$ cat src/rtl/clock_overlay_pkg.sv
// Shared types and constants for the clock overlay renderer.
// FSM states, glyph codes, default geometry, BCD helper.
package clock_overlay_pkg;

  typedef enum logic [2:0] {
    IDLE,
    FETCH,
    WAIT,
    WRITE,
    DONE
  } state_t;

  localparam logic [3:0] GLYPH_COLON = 4'd10;
  localparam logic [3:0] GLYPH_BLANK = 4'd11;

  localparam int DEF_DATASIZE    = 24;
  localparam int DEF_ADDRSIZE    = 20;
  localparam int DEF_CR_ADDRSIZE = 9;
  localparam int DEF_GLYPH_W     = 13;
  localparam int DEF_GLYPH_H     = 24;
  localparam int DEF_LINE_STRIDE = 256;
  localparam int DEF_ORIGIN      = 59544;

  // {tens, ones} of a value below 64
  function automatic logic [7:0] to_bcd(input logic [5:0] v);
    logic [3:0] t;
    logic [3:0] o;
    t = 4'(v / 6'd10);
    o = 4'(v % 6'd10);
    return {t, o};
  endfunction

endpackage

$ cat src/rtl/time_counter_bcd.sv
// Time-of-day counter with load/tick and glyph-code outputs.
// Ports: clk, reset, Init_time, time_load, tick, hour12 -> ht..so.
module time_counter_bcd
  import clock_overlay_pkg::*;
(
  input  logic        clk,
  input  logic        reset,
  input  logic [23:0] Init_time,
  input  logic        time_load,
  input  logic        tick,
  input  logic        hour12,
  output logic [3:0]  ht,
  output logic [3:0]  ho,
  output logic [3:0]  mt,
  output logic [3:0]  mo,
  output logic [3:0]  st,
  output logic [3:0]  so
);

  logic [4:0] hh;
  logic [5:0] mm;
  logic [5:0] ss;
  logic [4:0] hd;
  logic [7:0] hb;
  logic [7:0] mb;
  logic [7:0] sb;

  always_ff @(posedge clk or negedge reset) begin
    if (!reset) begin
      hh <= '0;
      mm <= '0;
      ss <= '0;
    end else if (time_load) begin
      hh <= (Init_time[23:16] > 8'd23) ? 5'd0 : Init_time[20:16];
      mm <= (Init_time[15:8] > 8'd59) ? 6'd0 : Init_time[13:8];
      ss <= (Init_time[7:0] > 8'd59) ? 6'd0 : Init_time[5:0];
    end else if (tick) begin
      if (ss == 6'd59) begin
        ss <= '0;
        if (mm == 6'd59) begin
          mm <= '0;
          hh <= (hh == 5'd23) ? 5'd0 : hh + 5'd1;
        end else begin
          mm <= mm + 6'd1;
        end
      end else begin
        ss <= ss + 6'd1;
      end
    end
  end

  always_comb begin
    hd = hh;
    if (hour12) begin
      if (hh == 5'd0)
        hd = 5'd12;
      else if (hh > 5'd12)
        hd = hh - 5'd12;
    end
    hb = to_bcd({1'b0, hd});
    mb = to_bcd(mm);
    sb = to_bcd(ss);
  end

  // leading zero of the hour is blanked in 12-hour mode
  assign ht = (hour12 && hb[7:4] == 4'd0) ? GLYPH_BLANK : hb[7:4];
  assign ho = hb[3:0];
  assign mt = mb[7:4];
  assign mo = mb[3:0];
  assign st = sb[7:4];
  assign so = sb[3:0];

endmodule

$ cat src/rtl/clock_overlay_render.sv
// Renders HH:MM[:SS] glyphs from the glyph ROM into image memory.
// Ports: time inputs, render handshake, ROM (CR_*), image memory (IM_*).
module clock_overlay_render
  import clock_overlay_pkg::*;
#(
  parameter int DATASIZE    = DEF_DATASIZE,
  parameter int ADDRSIZE    = DEF_ADDRSIZE,
  parameter int CR_ADDRSIZE = DEF_CR_ADDRSIZE,
  parameter int GLYPH_W     = DEF_GLYPH_W,
  parameter int GLYPH_H     = DEF_GLYPH_H,
  parameter int LINE_STRIDE = DEF_LINE_STRIDE,
  parameter int ORIGIN      = DEF_ORIGIN
) (
  input  logic                   clk,
  input  logic                   reset,
  input  logic [23:0]            Init_time,
  input  logic                   time_load,
  input  logic                   tick,
  input  logic                   render_req,
  input  logic [ADDRSIZE-1:0]    FB_Addr,
  input  logic                   hour12,
  input  logic                   show_sec,
  input  logic                   transparent,
  input  logic [DATASIZE-1:0]    fg_color,
  input  logic [DATASIZE-1:0]    bg_color,
  input  logic [GLYPH_W-1:0]     CR_Q,
  output logic [CR_ADDRSIZE-1:0] CR_A,
  output logic [ADDRSIZE-1:0]    IM_A,
  output logic [DATASIZE-1:0]    IM_D,
  output logic                   IM_WEN,
  output logic                   busy,
  output logic                   done
);

  localparam int RW = $clog2(GLYPH_H);
  localparam int XW = $clog2(GLYPH_W);
  localparam logic [RW-1:0] R_LAST = RW'(GLYPH_H - 1);
  localparam logic [XW-1:0] X_LAST = XW'(GLYPH_W - 1);

  state_t state;
  state_t state_n;
  logic accept;
  logic busy_n;
  logic done_n;

  logic [3:0] ht, ho, mt, mo, st, so;
  logic [3:0] live [8];
  logic [3:0] code_q [8];
  logic [2:0] c, c_last, nc;
  logic [RW-1:0] r, nr;
  logic [XW-1:0] x;
  logic [GLYPH_W-1:0] row_bits;
  logic trans_q, pend;
  logic row_end, glyph_end, last;
  logic [DATASIZE-1:0] fg_q, bg_q;
  logic [ADDRSIZE-1:0] row_base;

  time_counter_bcd u_time (
    .clk       (clk),
    .reset     (reset),
    .Init_time (Init_time),
    .time_load (time_load),
    .tick      (tick),
    .hour12    (hour12),
    .ht        (ht),
    .ho        (ho),
    .mt        (mt),
    .mo        (mo),
    .st        (st),
    .so        (so)
  );

  assign live[0] = ht;
  assign live[1] = ho;
  assign live[2] = GLYPH_COLON;
  assign live[3] = mt;
  assign live[4] = mo;
  assign live[5] = GLYPH_COLON;
  assign live[6] = st;
  assign live[7] = so;

  function automatic logic [CR_ADDRSIZE-1:0] rom_addr(
    input logic [3:0]    code,
    input logic [RW-1:0] row
  );
    return CR_ADDRSIZE'(int'(code) * GLYPH_H + int'(row));
  endfunction

  assign row_end   = (x == X_LAST);
  assign glyph_end = (r == R_LAST);
  assign last      = glyph_end && (c == c_last);
  assign nr        = glyph_end ? '0 : r + RW'(1);
  assign nc        = glyph_end ? c + 3'd1 : c;
  assign row_base  = ADDRSIZE'(ORIGIN) + FB_Addr
                   + ADDRSIZE'(int'(r) * LINE_STRIDE)
                   + ADDRSIZE'(int'(c) * GLYPH_W);

  always_ff @(posedge clk or negedge reset) begin
    if (!reset)
      state <= IDLE;
    else
      state <= state_n;
  end

  always_comb begin
    state_n = state;
    accept  = 1'b0;
    unique case (state)
      IDLE: begin
        if (render_req) begin
          state_n = FETCH;
          accept  = 1'b1;
        end
      end
      FETCH: state_n = WAIT;
      WAIT:  state_n = WRITE;
      WRITE: begin
        if (row_end)
          state_n = last ? DONE : FETCH;
      end
      DONE: begin
        if (pend || render_req) begin
          state_n = FETCH;
          accept  = 1'b1;
        end else begin
          state_n = IDLE;
        end
      end
      default: state_n = IDLE;
    endcase
  end

  always_comb begin
    busy_n = (state_n == FETCH) || (state_n == WAIT) ||
             (state_n == WRITE);
    done_n = (state_n == DONE);
  end

  // CR_A is set on entry to FETCH so CR_Q is valid during WAIT;
  // pixel outputs are set one cycle early so they line up with WRITE.
  always_ff @(posedge clk or negedge reset) begin
    if (!reset) begin
      CR_A     <= '0;
      IM_A     <= '0;
      IM_D     <= '0;
      IM_WEN   <= 1'b1;
      busy     <= 1'b0;
      done     <= 1'b0;
      c        <= '0;
      c_last   <= '0;
      r        <= '0;
      x        <= '0;
      row_bits <= '0;
      pend     <= 1'b0;
      trans_q  <= 1'b0;
      fg_q     <= '0;
      bg_q     <= '0;
      for (int i = 0; i < 8; i++)
        code_q[i] <= '0;
    end else begin
      busy   <= busy_n;
      done   <= done_n;
      IM_WEN <= 1'b1;
      if (accept) begin
        code_q  <= live;
        c_last  <= show_sec ? 3'd7 : 3'd4;
        trans_q <= transparent;
        fg_q    <= fg_color;
        bg_q    <= bg_color;
        c       <= '0;
        r       <= '0;
        pend    <= 1'b0;
        CR_A    <= rom_addr(live[0], '0);
      end else if (render_req && state != IDLE) begin
        pend <= 1'b1;
      end
      case (state)
        WAIT: begin
          row_bits <= CR_Q << 1;
          x        <= '0;
          IM_A     <= row_base;
          IM_D     <= CR_Q[GLYPH_W-1] ? fg_q : bg_q;
          IM_WEN   <= trans_q && !CR_Q[GLYPH_W-1];
        end
        WRITE: begin
          if (!row_end) begin
            x        <= x + XW'(1);
            row_bits <= row_bits << 1;
            IM_A     <= IM_A + ADDRSIZE'(1);
            IM_D     <= row_bits[GLYPH_W-1] ? fg_q : bg_q;
            IM_WEN   <= trans_q && !row_bits[GLYPH_W-1];
          end else begin
            r <= nr;
            c <= nc;
            if (!last)
              CR_A <= rom_addr(code_q[nc], nr);
          end
        end
        default: ;
      endcase
    end
  end

endmodule

$ cat config.mk
export PLATFORM = sky130hd
export DESIGN_NAME = clock_overlay_render
export DESIGN_NICKNAME = d
export VERILOG_FILES = /design/src/rtl/clock_overlay_pkg.sv /design/src/rtl/time_counter_bcd.sv /design/src/rtl/clock_overlay_render.sv
export SDC_FILE = /design/constraint.sdc
export NUM_CORES = 1
export LEC_CHECK = 0
export ABC_AREA = 1
export CAP_MARGIN = 30
export CORE_MARGIN = 5
export CORE_UTILIZATION = 60
export DETAILED_ROUTE_END_ITERATION = 10
export DONT_BUFFER_PORTS = 1
export PLACE_DENSITY = 0.76
export REMOVE_ABC_BUFFERS = 1
export SYNTH_ARGS = -nofsm -noshare
export SYNTH_HDL_FRONTEND = slang
export SYNTH_SLANG_ARGS = --single-unit
$ cat constraint.sdc
create_clock -name clk -period 4.8 [get_ports clk]
set_input_delay 1.44 -clock clk [delete_from_list [all_inputs] [get_ports clk]]
set_output_delay 1.44 -clock clk [all_outputs]
set_load 0.01 [all_outputs]
==> reports/metrics.yaml <==
status: "complete, no violations"
cts_num_sinks: 173
min_to: "trans_q"
antenna_found_initial: 0
hpwl_um: 17500
netlist_instances: 1444
end_kind: "register"
row_count: 49
numPortBuffers: 0
die_x_um: 145
grtUsageTotal_pct: 24.6
rsz0062_at_grt: "false"
vias: 9322
hold_violations: 0
drt-total-wl_um: 25000
drv_slew: 0
clk_pin_slew_worst_paths_ns: 0.07
setup_ws_ns: 0.750
synth_edf_count: 0
grt.overflow.total: 0
ys_ff_latch: 173
crit_fanout: 5
dr.pass1.iters: 5
syn2layout_area_growth_pct: 6.76
grt_max_degree: 174
ios: 169
grt_pass1_vias: 9052
powerDensity_nw_per_um2: 309
reg2reg_slack_ns: 1.02
place.gp.congestion: 0.933
diodes: 0
postCtsHoldBufs: 0
drt_iter0_markers: 744
setup_viol: 0
fin_nets: 1602
final_cell_mix: "nand2_1, o21ai_0, dfrtp_1"
start_util_pct: 60.9
clockBufferDepth: 2
yosysSeqAreaShare_pct: 39.7
vias_per_cell: 5.63
max_freq_mhz: 247
root_buffer: "clkbuf_16"
required_ns: 5.09
min_from: "trans_q"
synth_top_area_share_pct: 39.5
grt_first_pass_wirelength_um: 42300
yosys.area.top_type: "dfrtp_1"
hold_depth: 2
synth.cell_area_um2: 10900
fin_crit_ns: 4.05
drive_above_1_share_pct: 5.82
instances_no_fill: 1655
r2r-end: "IM_A[9]"
ir_worst_vdd_mv: 0.264
wire_per_inst_um: 15.1
critPathMaxStageDelay_ns: 0.43
netlist-cell-type-count: 49
ctsHtreeMaxLevel: 4
die_y_um: 145
clock_latency_ns: 0.43
synth_area_leaders: "dfrtp_1, nand2_1, o21ai_0"
cts_tree: "built"
yosysWarnings: 0
cap_viol_max_count: 0
worstMarginPinSlew_ns: 0.901
synthArstFlopShare_pct: 100
dp.cells: 1623
coreArea_um2: 17900
p_leak_nw: 5.72
layout_commonest_cell: "nand2_1"
numCtsBuffers: 17
crit_path_top_delay_cell: "fa_1"
synthFlopType: "dfrtp_1"
dp_slack_ns: 0.395
crit_chain: "ha_1 -> inv_1 -> fa_1 -> inv_1 -> fa_1 -> ha_1 -> a21oi_1 -> o21ai_0 -> a21oi_1 -> o21ai_0 -> or2_2 -> nand3_1 -> a31oi_1"
hold_class: "reg -> reg"
reg2reg_depth: 13
cts_setup_buffers: 0
slew-limit-headroom_pct: 39.2
antenna_left: 0
drc_errors: 0
fin_crit_sh_pct: 84.4
start_kind: "input port"
timing.rr.start: "c[1]"
path_class: "in -> reg"
syn_avg_cell_area_um2: 7.55
cts_resized: 0
dieArea_um2: 21000
crit_arrival_ns: 4.34
skew_ns: 0.0102
## registers in the layout, indices dropped and copies added, names as in the netlist, 2 cells and up
register / flops
u_time.ss: 6
IM_D: 24
CR_A: 9
fg_q: 24
u_time.mm: 6
r: 5
IM_A: 20
bg_q: 24
c_last: 2
x: 4
c: 3
code_q: 21
state: 3
row_bits: 12
u_time.hh: 5
## final cells by class
cell class                 instances  area (µm²)
clock buffer                      17         425
clock inverter                    15         171
fill                            1554        6260
inverter                         156         588
multi-input combinational       1059        5780
sequential                       173        4330
tap                              229         287
timing repair buffer               6        57.6
## per-stage QoR
step / utilization [%] / setup TNS [ns] / area (µm²) / total power, mW / hold WS [ns]
after detailed placement: 61.7 / 0 / 11000 / 2.22 / 0.461
after global placement: 61.6 / 0 / 11000 / 2.20 / 0.456
after floorplan: - / -134.25 / 10700 / 2.09 / 0.442
final: 65.0 / 0 / 11600 / 3.60 / 0.478
after CTS: 65.0 / 0 / 11600 / 3.62 / 0.478
after global routing: 65.0 / 0 / 11600 / 3.80 / 0.518
## critical path: cells and delay by family
kind | cells | cell delay, ns
adders and majority gates | 4 | 1.40
and+or+nand+nor | 2 | 0.39
buffers and inverters | 2 | 0.13
AOI/OAI and AO/OA | 5 | 0.96
## cells in the mapped netlist, types with 2 or more instances
master and n:
nand3_2 2, or2_2 14, nor4_1 3, nand3_1 71, nand2_1 417, nand4_1 16
nand2_2 8, inv_1 149, a21oi_1 52, nor2_2 6, a22oi_1 5, nand3b_1 2
ha_1 70, a21o_1 2, nor3_1 9, o211ai_1 43, nor2_1 63, xor2_1 17
o21bai_1 5, clkinv_1 4, o21ai_1 6, xnor2_1 11, inv_2 2, buf_2 7
o22ai_1 11, fa_1 6, a32oi_1 2, o31ai_1 2, and2_1 2, o21ai_0 184
o21ai_2 4, dfrtp_1 172, a31oi_1 14, clkbuf_1 36, buf_1 13
## per-layer routing
| layer | vias to the layer above | GRT usage [%] | routed length (µm) |
|---|---|---|---|
| met2 | 239 | 40.5 | 11900 |
| met1 | 4305 | 32.4 | 10800 |
| met4 | 0 | 9.82 | 760 |
| li1 | 4728 | - | - |
| met3 | 50 | 4.34 | 1490 |
| met5 | - | 0 | 0 |
## worst max-delay path by stage
stage,start,end,slack [ns],cells after the start
2_1_floorplan,render_req,r[0],-2.35,6
6_report,FB_Addr[3],IM_A[9],0.75,13
5_1_grt,FB_Addr[3],IM_A[12],0.60,17
3_3_place_gp,FB_Addr[3],IM_A[12],0.47,17
3_5_place_dp,FB_Addr[3],IM_A[12],0.40,17
4_1_cts,FB_Addr[3],IM_A[9],0.85,13
## power breakdown
part	internal (mW)	total, mW	leakage (nW)	switching, mW
combinational	0.222	0.564	3.36	0.342
sequential	1.52	1.63	2.07	0.111
clock	0.744	1.40	0.288	0.657
total	2.49	3.60	5.72	1.11
## cell families after synthesis
family	synth area share [%]
compound gates	17.7
xor+xnor	2.40
fa+ha+maj	9.14
buf+inv	7.40
flops	39.7
simple gates	23.7
(Power assumes the default switching activity.)
